<file path="src/rtl/mem_arbiter.sv">
`default_nettype none
// ---------------------------------------------------------------------------
// mem_arbiter: shares one memory port between instruction fetch and data.
// Optional macro ARB_STARVE_GUARD_EN forces a fetch grant after 3 data grants.
// Revision: 1.0
// ---------------------------------------------------------------------------
module mem_arbiter (
  input  logic        clk,
  input  logic        reset,
  input  logic        if_req,
  input  logic [31:0] if_addr,
  output logic [31:0] if_rdata,
  output logic        if_ack,
  input  logic        d_req,
  input  logic        d_we,
  input  logic [31:0] d_addr,
  input  logic [31:0] d_wdata,
  output logic [31:0] d_rdata,
  output logic        d_ack,
  output logic        d_err,
  output logic        mem_req,
  output logic        mem_we,
  output logic [31:0] mem_addr,
  output logic [31:0] mem_wdata,
  input  logic [31:0] mem_rdata,
  input  logic        mem_ready,
  output logic        stall
);

  typedef enum logic [1:0] {
    IDLE  = 2'd0,
    FETCH = 2'd1,
    DATA  = 2'd2,
    RESP  = 2'd3
  } state_t;

  state_t state, state_nx;
  logic   resp_fetch;
  logic   resp_err;
  logic   grant_fetch;
  logic   grant_data;
  logic   misaligned;
  logic   starve;
  logic   done;

  assign misaligned = (d_addr[1:0] != 2'b00);
  assign done       = ((state == FETCH) || (state == DATA)) && mem_ready;

`ifdef ARB_STARVE_GUARD_EN
  // Saturating count of data grants made while fetch was also waiting.
  logic [1:0] starve_cnt;
  assign starve = (starve_cnt == 2'd3);

  always_ff @(posedge clk or negedge reset) begin
    if (!reset) begin
      starve_cnt <= 2'd0;
    end else if (grant_fetch) begin
      starve_cnt <= 2'd0;
    end else if (grant_data && if_req && !starve) begin
      starve_cnt <= starve_cnt + 2'd1;
    end
  end
`else
  assign starve = 1'b0;
`endif

  always_ff @(posedge clk or negedge reset) begin
    if (!reset) begin
      state <= IDLE;
    end else begin
      state <= state_nx;
    end
  end

  always_comb begin
    state_nx    = state;
    grant_fetch = 1'b0;
    grant_data  = 1'b0;
    case (state)
      IDLE: begin
        if (d_req && !(starve && if_req)) begin
          grant_data = 1'b1;
          state_nx   = misaligned ? RESP : DATA;
        end else if (if_req) begin
          grant_fetch = 1'b1;
          state_nx    = FETCH;
        end
      end
      FETCH, DATA: begin
        if (mem_ready) begin
          state_nx = RESP;
        end
      end
      RESP:    state_nx = IDLE;
      default: state_nx = IDLE;
    endcase
  end

  always_ff @(posedge clk or negedge reset) begin
    if (!reset) begin
      mem_addr   <= 32'd0;
      mem_we     <= 1'b0;
      mem_wdata  <= 32'd0;
      if_rdata   <= 32'd0;
      d_rdata    <= 32'd0;
      resp_fetch <= 1'b0;
      resp_err   <= 1'b0;
    end else begin
      if (grant_data) begin
        resp_fetch <= 1'b0;
        resp_err   <= misaligned;
        // A misaligned request never reaches the bus, so leave it untouched.
        if (!misaligned) begin
          mem_addr  <= d_addr;
          mem_we    <= d_we;
          mem_wdata <= d_wdata;
        end
      end else if (grant_fetch) begin
        resp_fetch <= 1'b1;
        resp_err   <= 1'b0;
        mem_addr   <= if_addr;
        mem_we     <= 1'b0;
      end
      if (done) begin
        mem_we <= 1'b0;
        if (state == FETCH) begin
          if_rdata <= mem_rdata;
        end else begin
          d_rdata <= mem_rdata;
        end
      end
    end
  end

  assign mem_req = (state == FETCH) || (state == DATA);
  assign if_ack  = (state == RESP) && resp_fetch;
  assign d_ack   = (state == RESP) && !resp_fetch;
  assign d_err   = (state == RESP) && resp_err;
  assign stall   = (if_req && !if_ack) || (d_req && !d_ack);

endmodule
`default_nettype wire

</file>
<file path="config.mk">
export PLATFORM = sky130hd
export DESIGN_NAME = mem_arbiter
export DESIGN_NICKNAME = d
export VERILOG_FILES = /design/src/rtl/mem_arbiter.sv
export SDC_FILE = /design/constraint.sdc
export NUM_CORES = 1
export LEC_CHECK = 0
export ABC_CLOCK_PERIOD_IN_PS = 2400
export BUFFER_PORTS_ARGS = -buffer_cell sky130_fd_sc_hd__buf_2
export CAP_MARGIN = 10
export CORE_MARGIN = 2
export CORE_UTILIZATION = 48
export CTS_BUF_LIST = sky130_fd_sc_hd__clkbuf_8
export CTS_CLUSTER_SIZE = 14
export DETAILED_ROUTE_END_ITERATION = 10
export PLACE_DENSITY = 0.92
export SETUP_SLACK_MARGIN = 0.1
export SLEW_MARGIN = 20
export SYNTH_ARGS = -nofsm -noshare
export SYNTH_HDL_FRONTEND = slang
export SYNTH_SLANG_ARGS = --single-unit
</file>
<file path="constraint.sdc">
create_clock -name clk -period 2.4 [get_ports clk]
set_clock_uncertainty 0.2 [all_clocks]
set_input_delay 0.24 -clock clk [delete_from_list [all_inputs] [get_ports clk]]
set_output_delay 0.24 -clock clk [all_outputs]
set_load 0.02 [all_outputs]
</file>
==> out/metrics.json, run 1 <==
{
  "leakage_power_nw": 4.377,
  "crit_path_max_fanout": 22,
  "numPortBuffers": 267,
  "grt_usage_pct": 27.90,
  "period_minus_slack_ns": 2.194,
  "hold_violations": 0,
  "critPathCaptureType": "register",
  "yosys.area.top_type": "dfrtp_1",
  "slew-limit-headroom_pct": 69.30,
  "vias_per_cell": 5.003,
  "post_cts_setup_inserts": 0,
  "dieArea_um2": 12500,
  "final.fill_count": 623,
  "hold-worst-slack_ns": 0.08427,
  "fin_area_um2": 8869,
  "p_per_area_nw_per_um2": 1298,
  "routed_wirelength_um": 17150,
  "cp_data_required_time_ns": 2.53,
  "initial_core_util_pct": 49.07,
  "starting_drt_drc_count": 207,
  "global_route_wire_length_before_repair_um": 27030,
  "worst_path_largest_cell_delay_ns": 0.41,
  "crit_slowest_cell": "dfrtp_1",
  "grt_setup_unrepaired": "false",
  "final.setup.tns_ns": 0,
  "ant_nets": 0,
  "synth_ff_type": "dfrtp_1",
  "rows": 39,
  "setup_ws_ns": 0.2062,
  "post_drt_wl_per_cell_um": 18.72,
  "final_layout_size_suffix_gt1_share_pct": 60.10,
  "chipWidth_um": 111.8,
  "hold_crit_path_type": "in2async",
  "floorplan.die.height_um": 111.8,
  "finalSetupViolCount": 0,
  "layout.cells.most_common_list": "266 x buf_2, 135 x dlygate4sd3_1, 133 x dfrtp_1",
  "detailed_place.area_um2": 7102,
  "slew_at_the_pin_closest_to_its_max_slew_limit_ns": 0.4605,
  "clkTransAtPathRegs_ns": 0.07,
  "place_ws_ns": 0.1159,
  "timing.final.max_slew_violations": 0,
  "num-nets-final": 898,
  "mappedNetlistArea_um2": 5579,
  "cts_buffer_depth": 2,
  "final_hpwl_from_detailed_placement_um": 9775,
  "ys_ff_latch": 133,
  "coreArea_um2": 11370,
  "number_of_iterations_in_the_first_detailed_routing_pass": 6,
  "max_clock_freq_ghz": 0.4558,
  "grt_antenna_before_repair": 1,
  "yosys_warnings": 0,
  "share_of_flip_flops_with_an_asynchronous_set_or_reset_after_synthesis_pct": 100.0,
  "synth_edf_count": 0,
  "synthTopCellsByArea": "dfrtp_1 60%, mux2_2 26%, mux2_4 7.5%",
  "tritoncts": "yes",
  "worst_ir_drop_vdd_mv": 1.177,
  "clock_tree.root_cell": "clkbuf_8",
  "drcViolationCount": 0,
  "detailroute.via_count": 4583,
  "seq_area_frac_synth_pct": 59.65,
  "worstSetupPathType": "reg2reg",
  "stdcell_count": 916,
  "clock_sinks": 133,
  "placer_congestion": 0.7713,
  "clock_insertion_delay_at_the_later_pin_of_the_skew_report_ns": 0.44,
  "total_power_mw": 11.51,
  "placed_cells": 749,
  "synthesized_area_per_cell_um2": 16.03,
  "io_pins": 268,
  "finish.utilization_pct": 78.00,
  "synth.net_count": 486,
  "final.period_utilization_pct": 91.41,
  "area_growth_pct": 58.96,
  "global_route.overflow_total": 0,
  "cts_inserted_buffers": 17,
  "post-synth-top-area-fraction_pct": 59.65,
  "drv.max_cap_violation_count": 0,
  "pin_count_of_the_biggest_net_entering_global_routing": 68,
  "synthDistinctLibCells": 26,
  "crit_arrival_ns": 2.32,
  "grt_pass1_vias": 5283,
  "critical_path.startpoint_type": "register",
  "syn-instance-count": 348,
  "layout_commonest_cell": "buf_2",
  "ctsHtreeMaxLevel": 4,
  "outcome": "complete, no violations",
  "critical_path.cell_chain": "inv_1, ha_1, and4bb_1, a31o_2, buf_12, mux2_2"
}
==> logic make-up after synthesis <==
kind of cell | share of synthesized area (%)
flops | 59.65
simple gates | 1.548
buf+inv | 2.355
mux | 34.18
fa+ha+maj | 0.8971
compound gates | 1.368
==> layout make-up <==
class / count / area [µm²] / area share (%)
Multi-Input combinational cell: 192 / 2122 / 23.93
Antenna cell: 1 / 2.502 / 0.02822
Timing Repair Buffer: 411 / 2808 / 31.66
Sequential cell: 133 / 3328 / 37.53
Inverter: 5 / 18.77 / 0.2116
Clock buffer: 20 / 275.3 / 3.104
Clock inverter: 11 / 135.1 / 1.524
Tap cell: 143 / 178.9 / 2.017
==> cell usage after synthesis, types with 2 or more instances <==
master    instances
nand2b_1          2
mux2_1            2
mux2_4           28
inv_1             5
a21oi_1           4
buf_1             3
ha_1              4
buf_2             6
o21ai_0           2
nand2_1           5
buf_6             5
clkbuf_1          4
dfrtp_1         133
nand3_1           2
nor2_1            2
and2_1            2
mux2_2          130
==> flip-flops by register name, indices dropped and copies added, names as in the netlist <==
register    cells
resp_err        1
mem_we          1
state           2
if_rdata       32
d_rdata        32
mem_addr       32
resp_fetch      1
mem_wdata      32
==> worst max-delay path, delay by kind of cell (launching register included) <==
family                     cells  cell delay (ns)
and+or+nand+nor                1             0.27
muxes                          1             0.35
DFF                            1             0.41
adders and majority gates      1             0.25
AOI/OAI and AO/OA              1             0.24
buffers and inverters          2             0.36
==> what timing repair did <==
action | 4_1_cts | 5_1_grt
endpoints found under the setup margin | 0 | 32
gates resized for setup | 0 | 1
hold buffers | 134 | 1
hold endpoints to repair | 266 | 1
==> path summary, 6_finish.rpt <==
check / to / startpoint / slack, ns / cells after the start
min in group clk: if_rdata[5] / if_rdata[5] / 0.30 / 1
setup reg to reg: mem_addr[2] / state[0] / 0.21 / 6
setup / recovery: mem_addr[2] / state[0] / 0.21 / 6
hold reg to reg: if_rdata[5] / if_rdata[5] / 0.30 / 1
max in group asynchronous: if_rdata[5] / reset / 1.18 / 3
hold / removal: mem_wdata[22] / reset / 0.08 / 2
==> report_power, final <==
| part | total (mW) | switching, mW | internal (mW) |
|---|---|---|---|
| logic | 5.53 | 2.99 | 2.55 |
| clock network | 1.92 | 0.829 | 1.09 |
| registers | 4.06 | 0.667 | 3.39 |
==> per-layer routing <==
metal	global-route usage (%)	share of wire [%]	wire length, µm
met1	29.07	36	6250
met2	51.47	53	9131
met3	8.057	6.5	1110
met4	13.09	3.8	659
met5	0	0	0
(Power assumes the default switching activity.)
==> run 2, diff against run 1 <==
--- a/config.mk
+++ b/config.mk
@@ -6,7 +6,7 @@
 export NUM_CORES = 1
 export LEC_CHECK = 0
 export ABC_CLOCK_PERIOD_IN_PS = 2400
-export BUFFER_PORTS_ARGS = -buffer_cell sky130_fd_sc_hd__buf_2
+export BUFFER_PORTS_ARGS = -buffer_cell sky130_fd_sc_hd__clkbuf_2
 export CAP_MARGIN = 10
 export CORE_MARGIN = 2
 export CORE_UTILIZATION = 48
==> run 2 against run 1 <==
Hold slack got worse by 0.024 ns. Cell area is 0.34% lower. Maximum frequency rose by 0.50%. Utilization decreased by 0.26 points. Largest cell class unchanged. Largest power group unchanged. Highest routed layer unchanged.
==> out/metrics.json, run 2 (synthesized netlist as in run 1, its figures left out) <==
{
  "number_of_iterations_in_the_first_detailed_routing_pass": 4,
  "critPathCaptureType": "primary output",
  "detailroute.via_count": 4578,
  "p_per_area_nw_per_um2": 1297,
  "drcViolationCount": 0,
  "final.fill_count": 633,
  "final_layout_size_suffix_gt1_share_pct": 60.44,
  "cts_inserted_buffers": 17,
  "critical_path.top_delay_family": "flip-flops",
  "rows": 39,
  "area_growth_pct": 58.42,
  "grt_antenna_before_repair": 2,
  "period_minus_slack_ns": 2.183,
  "grt.met3_usage_pct": 7.403,
  "grt_pass1_vias": 5212,
  "grt_setup_unrepaired": "false",
  "outcome": "complete, no violations",
  "worstSetupPathType": "reg2out",
  "initial_core_util_pct": 49.07,
  "detailed_place.area_um2": 7094,
  "clkTransAtPathRegs_ns": 0.08,
  "num-nets-final": 896,
  "hold_violations": 0,
  "drv.max_cap_violation_count": 0,
  "r2r_path_end": "d_rdata[13]",
  "final.period_utilization_pct": 90.95,
  "floorplan.die.height_um": 111.8,
  "cp_data_required_time_ns": 1.96,
  "hold-worst-slack_ns": 0.06076,
  "clock_insertion_delay_at_the_later_pin_of_the_skew_report_ns": 0.42,
  "grt_usage_pct": 28.39,
  "layout_commonest_cell": "clkbuf_2",
  "grt_busiest_layer": "met2",
  "placer_congestion": 0.7640,
  "routed_wirelength_um": 17510,
  "crit_arrival_ns": 1.74,
  "clock_tree.root_cell": "clkbuf_8",
  "total_power_mw": 11.47,
  "setup_ws_ns": 0.2172,
  "r2r_start": "state[0]",
  "layout.cells.most_common_list": "266 x clkbuf_2, 134 x dlygate4sd3_1, 133 x dfrtp_1",
  "cts_buffer_depth": 2,
  "slew_at_the_pin_closest_to_its_max_slew_limit_ns": 0.4653,
  "global_route_wire_length_before_repair_um": 27280,
  "post_drt_wl_per_cell_um": 19.11,
  "met2_track_demand_over_resource_in_global_routing_pct": 51.68,
  "final.setup.tns_ns": 0,
  "chipWidth_um": 111.8,
  "critical_path.cell_chain": "ha_1, and2_1, o21a_1, a21oi_1, clkbuf_2",
  "hold_crit_path_type": "in2async",
  "startpoint": "state[0]",
  "clock_sinks": 133,
  "pin_count_of_the_biggest_net_entering_global_routing": 66,
  "crit_path_max_fanout": 3,
  "vias_per_cell": 4.998,
  "final_hpwl_from_detailed_placement_um": 9994,
  "fin_area_um2": 8838,
  "ctsHtreeMaxLevel": 4,
  "io_pins": 268,
  "worst_path_largest_cell_delay_ns": 0.40,
  "worst-r2r-cell-count": 5,
  "numPortBuffers": 267,
  "cp.buffers_inverters": 1,
  "global_routing_usage_on_met1_pct": 30.01,
  "tritoncts": "yes",
  "max_clock_freq_ghz": 0.4581,
  "coreArea_um2": 11370,
  "r2r_setup_slack_ns": 0.25,
  "global_route.overflow_total": 0,
  "crit_slowest_cell": "dfrtp_1",
  "dieArea_um2": 12500,
  "leakage_power_nw": 4.383,
  "starting_drt_drc_count": 203,
  "post_cts_setup_inserts": 0,
  "worst_ir_drop_vdd_mv": 1.106,
  "critical_path.startpoint_type": "register",
  "ant_nets": 0,
  "timing.final.max_slew_violations": 0,
  "slew-limit-headroom_pct": 68.98,
  "finalSetupViolCount": 0,
  "place_ws_ns": 0.03341
}
## run 2: stage by stage
step                std cells  util, %
floorplan                 348        -
global placement          748    62.40
detailed placement        748    62.40
CTS                       914    77.69
global route              916    77.74
finish                    916    77.74
## run 2: metal layers
layer  wire length [µm]  part of all wire [%]  up-vias
met5                  0                     0        -
met4                707                   4.0        0
met3               1089                   6.2       61
met2               9408                    54      242
met1               6301                    36     2218
li1                   -                     -     2057
## run 2: worst max path at each step
stage	to	slack [ns]	cells after the start
final	stall	0.22	5
after global routing	d_rdata[13]	0.11	5
after CTS	stall	0.25	5
after detailed placement	d_rdata[4]	0.03	5
after global placement	d_rdata[2]	0.15	5
after floorplan	d_rdata[18]	0.19	7
## run 2: power by group
part | internal, mW | switching [mW]
logic | 2.49 | 3.02
clock network | 0.970 | 0.874
registers | 3.39 | 0.723
total | 6.85 | 4.61
## run 2: layout make-up
type                    instances  area [µm²]  area share (%)
repair buffers                409        2790           31.57
flip-flops and latches        133        3328           37.66
well taps                     143       178.9           2.024
inverters                       5       18.77          0.2123
clock inverters                13       133.9           1.515
diodes                          2       5.005         0.05663
clock buffers                  19       261.5           2.959
multi-input cells             192        2122           24.01
## run 2: repair_timing
action,4_1_cts,5_1_grt
endpoints found under the hold margin,266,0
hold buffers,134,0
resized for setup,1,0
setup endpoints to repair,32,0
